==> config.mk <==
export PLATFORM = sky130hd
export DESIGN_NAME = traceback_ctrl
export DESIGN_NICKNAME = d
export VERILOG_FILES = /design/src/rtl/traceback_ctrl.sv
export SDC_FILE = /design/constraint.sdc
export NUM_CORES = 1
export LEC_CHECK = 0
export BUFFER_PORTS_ARGS = -buffer_cell sky130_fd_sc_hd__buf_2
export CORE_MARGIN = 4
export CORE_UTILIZATION = 28
export CTS_BUF_LIST = sky130_fd_sc_hd__clkbuf_8
export DETAILED_ROUTE_END_ITERATION = 10
export PLACE_DENSITY = 0.54
export SETUP_SLACK_MARGIN = 0.3
export SLEW_MARGIN = 10
export SYNTH_ARGS = -nofsm -noshare
export SYNTH_HDL_FRONTEND = slang
export SYNTH_SLANG_ARGS = --single-unit
==> constraint.sdc <==
create_clock -name clk -period 3.4 [get_ports clk]
set_input_delay 0.17 -clock clk [delete_from_list [all_inputs] [get_ports clk]]
set_output_delay 0.17 -clock clk [all_outputs]
set_load 0.02 [all_outputs]
==> src/rtl/traceback_ctrl.sv <==
// Viterbi traceback sequencer: tracks survivor-memory fill, runs seed/trace bursts, returns bytes.
// Optional byte counter output o_byte_cnt enabled by defining TB_CTRL_STATS_EN.
module traceback_ctrl #(
  parameter int unsigned MAX_STATE_REG_NUM = 8,
  parameter int unsigned MEM_DEPTH         = 64,
  parameter int unsigned ADDR_W            = 6,
  parameter int unsigned TB_DEPTH          = 32
) (
  input  logic              clk,
  input  logic              rst,
  input  logic [1:0]        i_constr_len,
  input  logic              i_start,
  input  logic              i_acs_valid,
  input  logic              i_acs_last,
  input  logic [7:0]        i_decoder_data,
  output logic              o_en_t,
  output logic              o_ood,
  output logic              o_mem_rd_en,
  output logic [ADDR_W-1:0] o_mem_rd_addr,
  output logic              o_out_valid,
  input  logic              i_out_ready,
  output logic [7:0]        o_byte,
  output logic              o_busy,
  output logic              o_overflow
`ifdef TB_CTRL_STATS_EN
  ,
  output logic [15:0]       o_byte_cnt
`endif
);

  localparam int unsigned FW  = ADDR_W + 1;
  localparam int unsigned FSW = FW + 1;
  localparam logic [FW-1:0]  DEPTH_F = FW'(MEM_DEPTH);
  localparam logic [FW-1:0]  TBD_F   = FW'(TB_DEPTH);
  localparam logic [FW-1:0]  FOUR_F  = FW'(4);
  localparam logic [FSW-1:0] FOUR_S  = FSW'(4);

  if (MAX_STATE_REG_NUM == 0 || MEM_DEPTH != (1 << ADDR_W) ||
      TB_DEPTH < 4 || TB_DEPTH > MEM_DEPTH) begin : g_param_check
    $error("traceback_ctrl: inconsistent parameters");
  end

  typedef enum logic [2:0] {
    S_IDLE,
    S_FILL,
    S_SEED,
    S_TRACE,
    S_OUT
  } state_t;

  state_t            state_q, state_d;
  logic [ADDR_W-1:0] wr_ptr_q, wr_ptr_d;
  logic [ADDR_W-1:0] rd_ptr_q, rd_ptr_d;
  logic [FW-1:0]     fill_q, fill_d;
  logic [FSW-1:0]    fill_sum;
  logic [1:0]        tcnt_q, tcnt_d;
  logic              last_q, last_d;
  logic              ovf_q, ovf_d;
  logic [1:0]        clen_q, clen_d;
  logic [7:0]        byte_q, byte_d;
  logic              wr_seen, wr_acc, full, hs, start_acc;

  // Column bookkeeping runs in every non-IDLE state, independent of the sequencer.
  always_comb begin
    start_acc = (state_q == S_IDLE) && i_start;
    wr_seen   = i_acs_valid && (state_q != S_IDLE);
    full      = (fill_q == DEPTH_F);
    wr_acc    = wr_seen && !full;
    hs        = (state_q == S_OUT) && i_out_ready;

    fill_sum = {1'b0, fill_q} + {{FW{1'b0}}, wr_acc};
    fill_d   = fill_sum[FW-1:0];
    if (hs) begin
      fill_d = (fill_sum > FOUR_S) ? FW'(fill_sum - FOUR_S) : '0;
    end

    wr_ptr_d = wr_acc ? wr_ptr_q + 1'b1 : wr_ptr_q;
    ovf_d    = ovf_q | (wr_seen && full);

    last_d = last_q;
    if (start_acc) begin
      last_d = 1'b0;
    end else if (wr_seen && i_acs_last) begin
      last_d = 1'b1;
    end
  end

  always_comb begin
    state_d     = state_q;
    rd_ptr_d    = rd_ptr_q;
    tcnt_d      = tcnt_q;
    byte_d      = byte_q;
    clen_d      = clen_q;
    o_en_t      = 1'b0;
    o_mem_rd_en = 1'b0;
    o_ood       = 1'b0;
    case (state_q)
      S_IDLE: begin
        if (i_start) begin
          state_d = S_FILL;
          clen_d  = i_constr_len;
        end
      end
      S_FILL: begin
        if (fill_q >= TBD_F || (last_q && fill_q != '0)) begin
          state_d  = S_SEED;
          rd_ptr_d = wr_ptr_q - 1'b1;
        end
      end
      S_SEED: begin
        o_mem_rd_en = 1'b1;
        tcnt_d      = '0;
        state_d     = S_TRACE;
      end
      S_TRACE: begin
        o_en_t      = 1'b1;
        o_mem_rd_en = 1'b1;
        rd_ptr_d    = rd_ptr_q - 1'b1;
        tcnt_d      = tcnt_q + 1'b1;
        if (tcnt_q == 2'd3) begin
          o_ood   = last_q && (fill_q <= FOUR_F);
          byte_d  = i_decoder_data;
          state_d = S_OUT;
        end
      end
      S_OUT: begin
        if (hs) begin
          state_d = (last_q && fill_d == '0) ? S_IDLE : S_FILL;
        end
      end
      default: state_d = S_IDLE;
    endcase
  end

  always_ff @(posedge clk or negedge rst) begin
    if (!rst) begin
      state_q  <= S_IDLE;
      wr_ptr_q <= '0;
      rd_ptr_q <= '0;
      fill_q   <= '0;
      tcnt_q   <= '0;
      last_q   <= 1'b0;
      ovf_q    <= 1'b0;
      clen_q   <= '0;
      byte_q   <= '0;
    end else begin
      state_q  <= state_d;
      wr_ptr_q <= wr_ptr_d;
      rd_ptr_q <= rd_ptr_d;
      fill_q   <= fill_d;
      tcnt_q   <= tcnt_d;
      last_q   <= last_d;
      ovf_q    <= ovf_d;
      clen_q   <= clen_d;
      byte_q   <= byte_d;
    end
  end

  always_comb begin
    o_mem_rd_addr = rd_ptr_q;
    o_out_valid   = (state_q == S_OUT);
    o_byte        = byte_q;
    o_busy        = (state_q != S_IDLE);
    o_overflow    = ovf_q;
  end

`ifdef TB_CTRL_STATS_EN
  logic [15:0] cnt_q, cnt_d;

  always_comb begin
    cnt_d = cnt_q;
    if (start_acc) begin
      cnt_d = '0;
    end else if (hs) begin
      cnt_d = cnt_q + 16'd1;
    end
  end

  always_ff @(posedge clk or negedge rst) begin
    if (!rst) begin
      cnt_q <= '0;
    end else begin
      cnt_q <= cnt_d;
    end
  end

  assign o_byte_cnt = cnt_q;
`endif

endmodule
; ---- After elaboration in Yosys (flattened, before gate mapping)
; Index checks and enable logic that the tools add are counted.
[totals]
regBits = 34
latchBits = 0
mem_bits_rw = 0
mem_bits_ro = 0
input_bits = 16
output_inout_bits = 20
wordCells = 67
mem_count = 0
[op_classes]
n_addsub = 6
n_mul = 0
div_mod_pow = 0
order_cmp = 3
eq_ne = 10
shifts = 0
mux = 17
n_bitwise = 1
n_reduce_logical = 22
[op_table]
columns = cell, count
row1 = one-hot mux 3 bit (5 select lines), 1
row2 = two-way mux 7 bit, 2
row3 = two-way mux 3 bit, 4
row4 = one-hot mux 6 bit (2 select lines), 1
row5 = "subtractor 6 x 1 -> 6 bit, second input constant", 2
row6 = logical AND 1 bit, 9
row7 = adder 7 x 1 -> 8 bit, 1
row8 = "greater-than comparator 8 x 3 -> 1 bit, second input constant", 1
row9 = "== test 7 bit, second input constant", 1
row10 = ">= comparator 7 x 6 -> 1 bit, second input constant", 1
row11 = "<= comparator 7 x 3 -> 1 bit, second input constant", 1
row12 = logical NOT 7 bit, 1
row13 = two-way mux 1 bit, 7
row14 = nonzero test 7 bit, 1
row15 = "subtractor 7 x 3 -> 7 bit, second input constant", 1
row16 = "adder 6 x 1 -> 6 bit, second input constant", 1
row17 = "== test 3 x 2 -> 1 bit, second input constant", 2
row18 = two-way mux 6 bit, 1
row19 = "!= test 2 bit, second input constant", 3
row20 = nonzero test 2 bit, 3
row21 = one-hot mux 2 bit (2 select lines), 1
row22 = AND reduction 2 bit, 2
row23 = AND reduction 4 bit, 1
row24 = "== test 3 x 1 -> 1 bit, second input constant", 1
row25 = 10 further kinds, 10

; ---- Logic depth before layout (Yosys ltp)
[depth]
depth_word = 12
ltp_mapped = 16
ltp_nobuf = 14

; ---- Least setup slack after synthesis
; No wires, ideal clock.
[synth_timing]
path_type = register to register
startpoint = register fill_q[4]
endpoint = register state_q[0]
setup_ns = 0.140
t_arrival_ns = 3.103
required_time_ns = 3.260
setup_slack_ns = 0.156
path_stages_with_launch = 15
path_buffers = 2
synth_period_minus_slack_ns = 3.244
path_cell_list = dfrtp_1 > buf_6 > or4_4 > nor4b_2 > nor2b_1 > buf_6 > ha_1 > nand3_1 > xor2_1 > ha_1 > nand2_1 > mux2i_1 > xnor2_1 > o221ai_2 > o221ai_2
[synth_between]
elab_chain_len = 12
word_cells_on_any_way = 19
classes_between = 2 x add/sub / 2 x order compare / 2 x eq/ne / 5 x mux / 8 x reduce/logical
[synth_lines]
columns = item, line_no
row1 = start: declaration, 54  ; logic [FW-1:0] fill_q, fill_d;
row2 = start signal: assignment, 150  ; fill_q <= fill_d;
row3 = == test 7 bit (*), 67  ; full = (fill_q == DEPTH_F);
row4 = logical NOT 1 bit (*), 68  ; wr_acc = wr_seen && !full;
row5 = logical AND 1 bit (*), 68
row6 = net wr_acc, 61  ; logic wr_seen, wr_acc, full, hs, start_acc;
row7 = adder 7 x 1 -> 8 bit (*), 71  ; fill_sum = {1'b0, fill_q} + {{FW{1'b0}}, wr_acc};
row8 = subtractor 7 x 3 -> 7 bit or greater-than comparator 8 x 3 -> 1 bit (tied branches), 74  ; fill_d = (fill_sum > FOUR_S) ? FW'(fill_sum - FOUR_S) : '0;
row9 = two-way mux 7 bit, 74
row10 = two-way mux 7 bit (*), 73  ; if (hs) begin
row11 = logical NOT 7 bit (*), 128  ; state_d = (last_q && fill_d == '0) ? S_IDLE : S_FILL;
row12 = logical AND 1 bit (*), 128
row13 = two-way mux 1 bit (*), 128
row14 = two-way mux 3 bit (*), 127  ; if (hs) begin
row15 = one-hot mux 3 bit (5 select lines) (*), 97  ; case (state_q)
row16 = end signal: assignment, 147  ; state_q <= state_d;
row17 = end: declaration, 51  ; state_t state_q, state_d;
; Mark *: on every way through the listed nets, which the timed path passes. The rest lies on a longest branch. The select of a mux whose other input is x is not followed.
; A chain may end at the register's enable or synchronous reset.

; ---- Worst setup path after layout
[layout_timing]
startpoint = register fill_q[3]
endpoint = register state_q[0]
[layout_between]
elab_chain_len = 12
word_cells_on_any_way = 19
classes_between = 2 x add/sub / 2 x order compare / 2 x eq/ne / 5 x mux / 8 x reduce/logical
[layout_lines]
columns = item, line_no
row1 = == test 7 bit, 67
row2 = logical NOT 1 bit, 68
row3 = logical AND 1 bit, 68
row4 = adder 7 x 1 -> 8 bit, 71
row5 = subtractor 7 x 3 -> 7 bit or greater-than comparator 8 x 3 -> 1 bit (tied branches), 74
row6 = two-way mux 7 bit, 74
row7 = two-way mux 7 bit, 73
row8 = logical NOT 7 bit, 128
row9 = logical AND 1 bit, 128
row10 = two-way mux 1 bit, 128
row11 = two-way mux 3 bit, 127
row12 = one-hot mux 3 bit (5 select lines), 97
; Several ways; a longest one is shown, not always the timed one. The select of a mux whose other input is x is not followed.

==> impl_metrics.json <==
{
  "track_usage": 0.112,
  "drt_wl_total_mm": 4.74,
  "place_area_sq_mm": 0.00237,
  "yosysUniqueCellTypes": 51,
  "critical_path_arrival_ps": 3120,
  "grt_setup_unrepaired": "no",
  "fp.dieH_um": 93.6,
  "crit_path_end_kind": "flip-flop",
  "p_leak_nw": 1.11,
  "h-tree-depth": 2,
  "max-slew-margin-rel": 0.446,
  "syn2layout_area_growth_pct": 26.4,
  "wl_met1_mm": 2.16,
  "insertedDiodeCount": 0,
  "drv_slew": 0,
  "clk_latency_ps": 280,
  "antenna_found_initial": 0,
  "synth.net_count": 228,
  "hold_end": "state_q[2]",
  "fin_nets": 273,
  "cp.required_ps": 3550,
  "hold_path_class": "in2reg",
  "start_kind": "flip-flop",
  "dp_cells": 333,
  "grt_max_degree": 35,
  "ioPinCount": 36,
  "cts_tree": "yes",
  "ys_seq_area_frac": 0.415,
  "skew_ps": 4.54,
  "synth_top_area_frac": 0.415,
  "outcome": "completed",
  "clock_path_buffers": 2,
  "path_class": "reg2reg",
  "grt_pass1_wl_mm": 7.77,
  "ys_warn_count": 0,
  "start_util": 0.295,
  "timing.hold.ws_ps": 98.8,
  "post-route-min-period_ps": 2970,
  "hold_start": "i_out_ready",
  "via_per_inst": 4.81,
  "cts_made_buffers": 5,
  "syn_avg_cell_area_sq_um": 10.0,
  "setup_viol": 0,
  "r2r-start": "fill_q[3]",
  "netlist.top_cell.by_area": "dfrtp_1",
  "fin_area_sq_mm": 0.00259,
  "drive_gt1_frac": 0.347,
  "dr_wl_met3_um": 219,
  "instances_no_fill": 347,
  "grt.overflow.total": 0,
  "syn_inst": 205,
  "die_w_um": 93.6,
  "tightest_slew_ps": 825,
  "dr.max_layer_used": "met4",
  "die-area_sq_mm": 0.00876,
  "clkTransAtPathRegs_ps": 70,
  "gp_congestion": 0.825,
  "grt_pass1_vias": 1644,
  "num_rows": 30,
  "path_max_fanout": 3,
  "vias": 1670,
  "fin_setup_tns_ps": 0,
  "fillers": 705,
  "drc_errors": 0,
  "clock.fmax_mhz": 336,
  "synth.area.top_cells": "dfrtp_1, mux2_2, ha_1",
  "synthFlopType": "dfrtp_1",
  "drv_cap": 0,
  "drt-pass1-iter-count": 4,
  "drt_iter0_markers": 48,
  "hold_depth": 2,
  "clockRootBuffer": "clkbuf_8",
  "wl_met2_mm": 2.31,
  "synth-seq-cells": 34,
  "avgRoutedWirePerCell_um": 13.6,
  "async_reset_ff_frac": 1.00,
  "port_buffers": 33,
  "numClockSinks": 34,
  "hold_viol": 0,
  "synth-edff-count": 0,
  "worst_ir_drop_vdd_v": 0.000270,
  "r2r_slack_ps": 430,
  "r2r-end": "state_q[0]",
  "power.density_mw_per_mm2": 1040,
  "rr_worst_depth": 11,
  "fin_crit_sh": 0.874,
  "detail-route-antenna-nets": 0,
  "hpwl_mm": 3.36,
  "netlist_area_sq_mm": 0.00205,
  "core_sq_mm": 0.00694
}
cell families after synthesis:
group / Yosys count / share of synthesized area
simple gates: 74 / 0.209
compound gates: 41 / 0.145
flops: 34 / 0.415
buf+inv: 20 / 0.0482
mux: 17 / 0.0902
xor+xnor: 12 / 0.0512
fa+ha+maj: 7 / 0.0427
what timing repair did:
item	4_1_cts	5_1_grt
buffers inserted	0	5
pin swaps	2	6
hold endpoints to repair	34	0
resized for setup	6	6
hold buffers	1	0
setup endpoints to repair	2	3
flip-flops by register name (all words and copies together), names as in the netlist:
signal	cells
o_overflow	1
o_mem_rd_addr	6
tcnt_q	2
o_byte	8
last_q	1
wr_ptr_q	6
state_q	3
fill_q	7
placed cells by master, fill, tap and decap left out, types with 7 or more instances in the layout:
cell and count:
inv_1 10, mux2i_1 8, o21ai_0 12, xnor2_1 8, buf_2 33, nand2_1 15
nor3_1 12, buf_4 12, dfrtp_1 33, a21oi_1 7, nor2_1 12, mux2_2 8
area by class of cell:
type	count	area, sq um	area share
multi-input cells	151	1190	0.458
flip-flops and latches	34	852	0.329
clock buffers	6	82.6	0.0318
repair buffers	48	305	0.118
inverters	10	37.5	0.0145
clock inverters	2	8.76	0.00338
well taps	96	120	0.0463
worst max-delay path, stage by stage, from the launching register on:
cell and delay (ps):
dfrtp_1 390, or4_4 560, nor4b_4 280, nor2b_2 100, ha_2 220, nand3_4 110
xor2_4 180, ha_1 260, nand2b_1 190, nor4b_4 320, buf_4 150, o221ai_2 80
per-layer routing:
metal  GRT usage  up-vias
met1       0.144      804
met3      0.0338        5
met2       0.178       35
met4      0.0361        0
li1            -      826
met5           0        -
how the worst max path moves through the flow:
stage                    from         end  cells after the start
CTS                 fill_q[1]  state_q[0]                     11
detailed placement  fill_q[1]  state_q[0]                     11
floorplan           fill_q[4]  state_q[0]                     14
finish              fill_q[3]  state_q[0]                     11
global route        fill_q[3]  state_q[0]                     11
global placement    fill_q[1]  state_q[0]                     11
report_power, final:
part | internal, mW | switching, mW | leakage [nW]
logic | 0.701 | 0.858 | 0.660
registers | 0.615 | 0.217 | 0.400
clock network | 0.160 | 0.144 | 0.0524
cells in the mapped netlist (all sizes together) (3+ instances only):
master / n
mux2: 9
xnor2: 9
clkbuf: 3
mux2i: 8
buf: 7
ha: 7
nor3: 12
o21ai: 14
nand2: 17
inv: 10
nand4: 6
or3: 4
a31oi: 5
and2: 3
xor2: 3
nand3: 5
dfrtp: 34
nor2: 12
a21oi: 8
per-stage QoR:
step | setup WS, ps | total power [mW] | util
after floorplan | 309 | 1.86 | -
after global placement | 93.5 | 2.21 | 0.341
after detailed placement | 91.6 | 2.23 | 0.341
after CTS | 301 | 2.59 | 0.361
after global routing | 227 | 2.93 | 0.374
final | 427 | 2.69 | 0.374
Power figures use the tool's default switching activity.
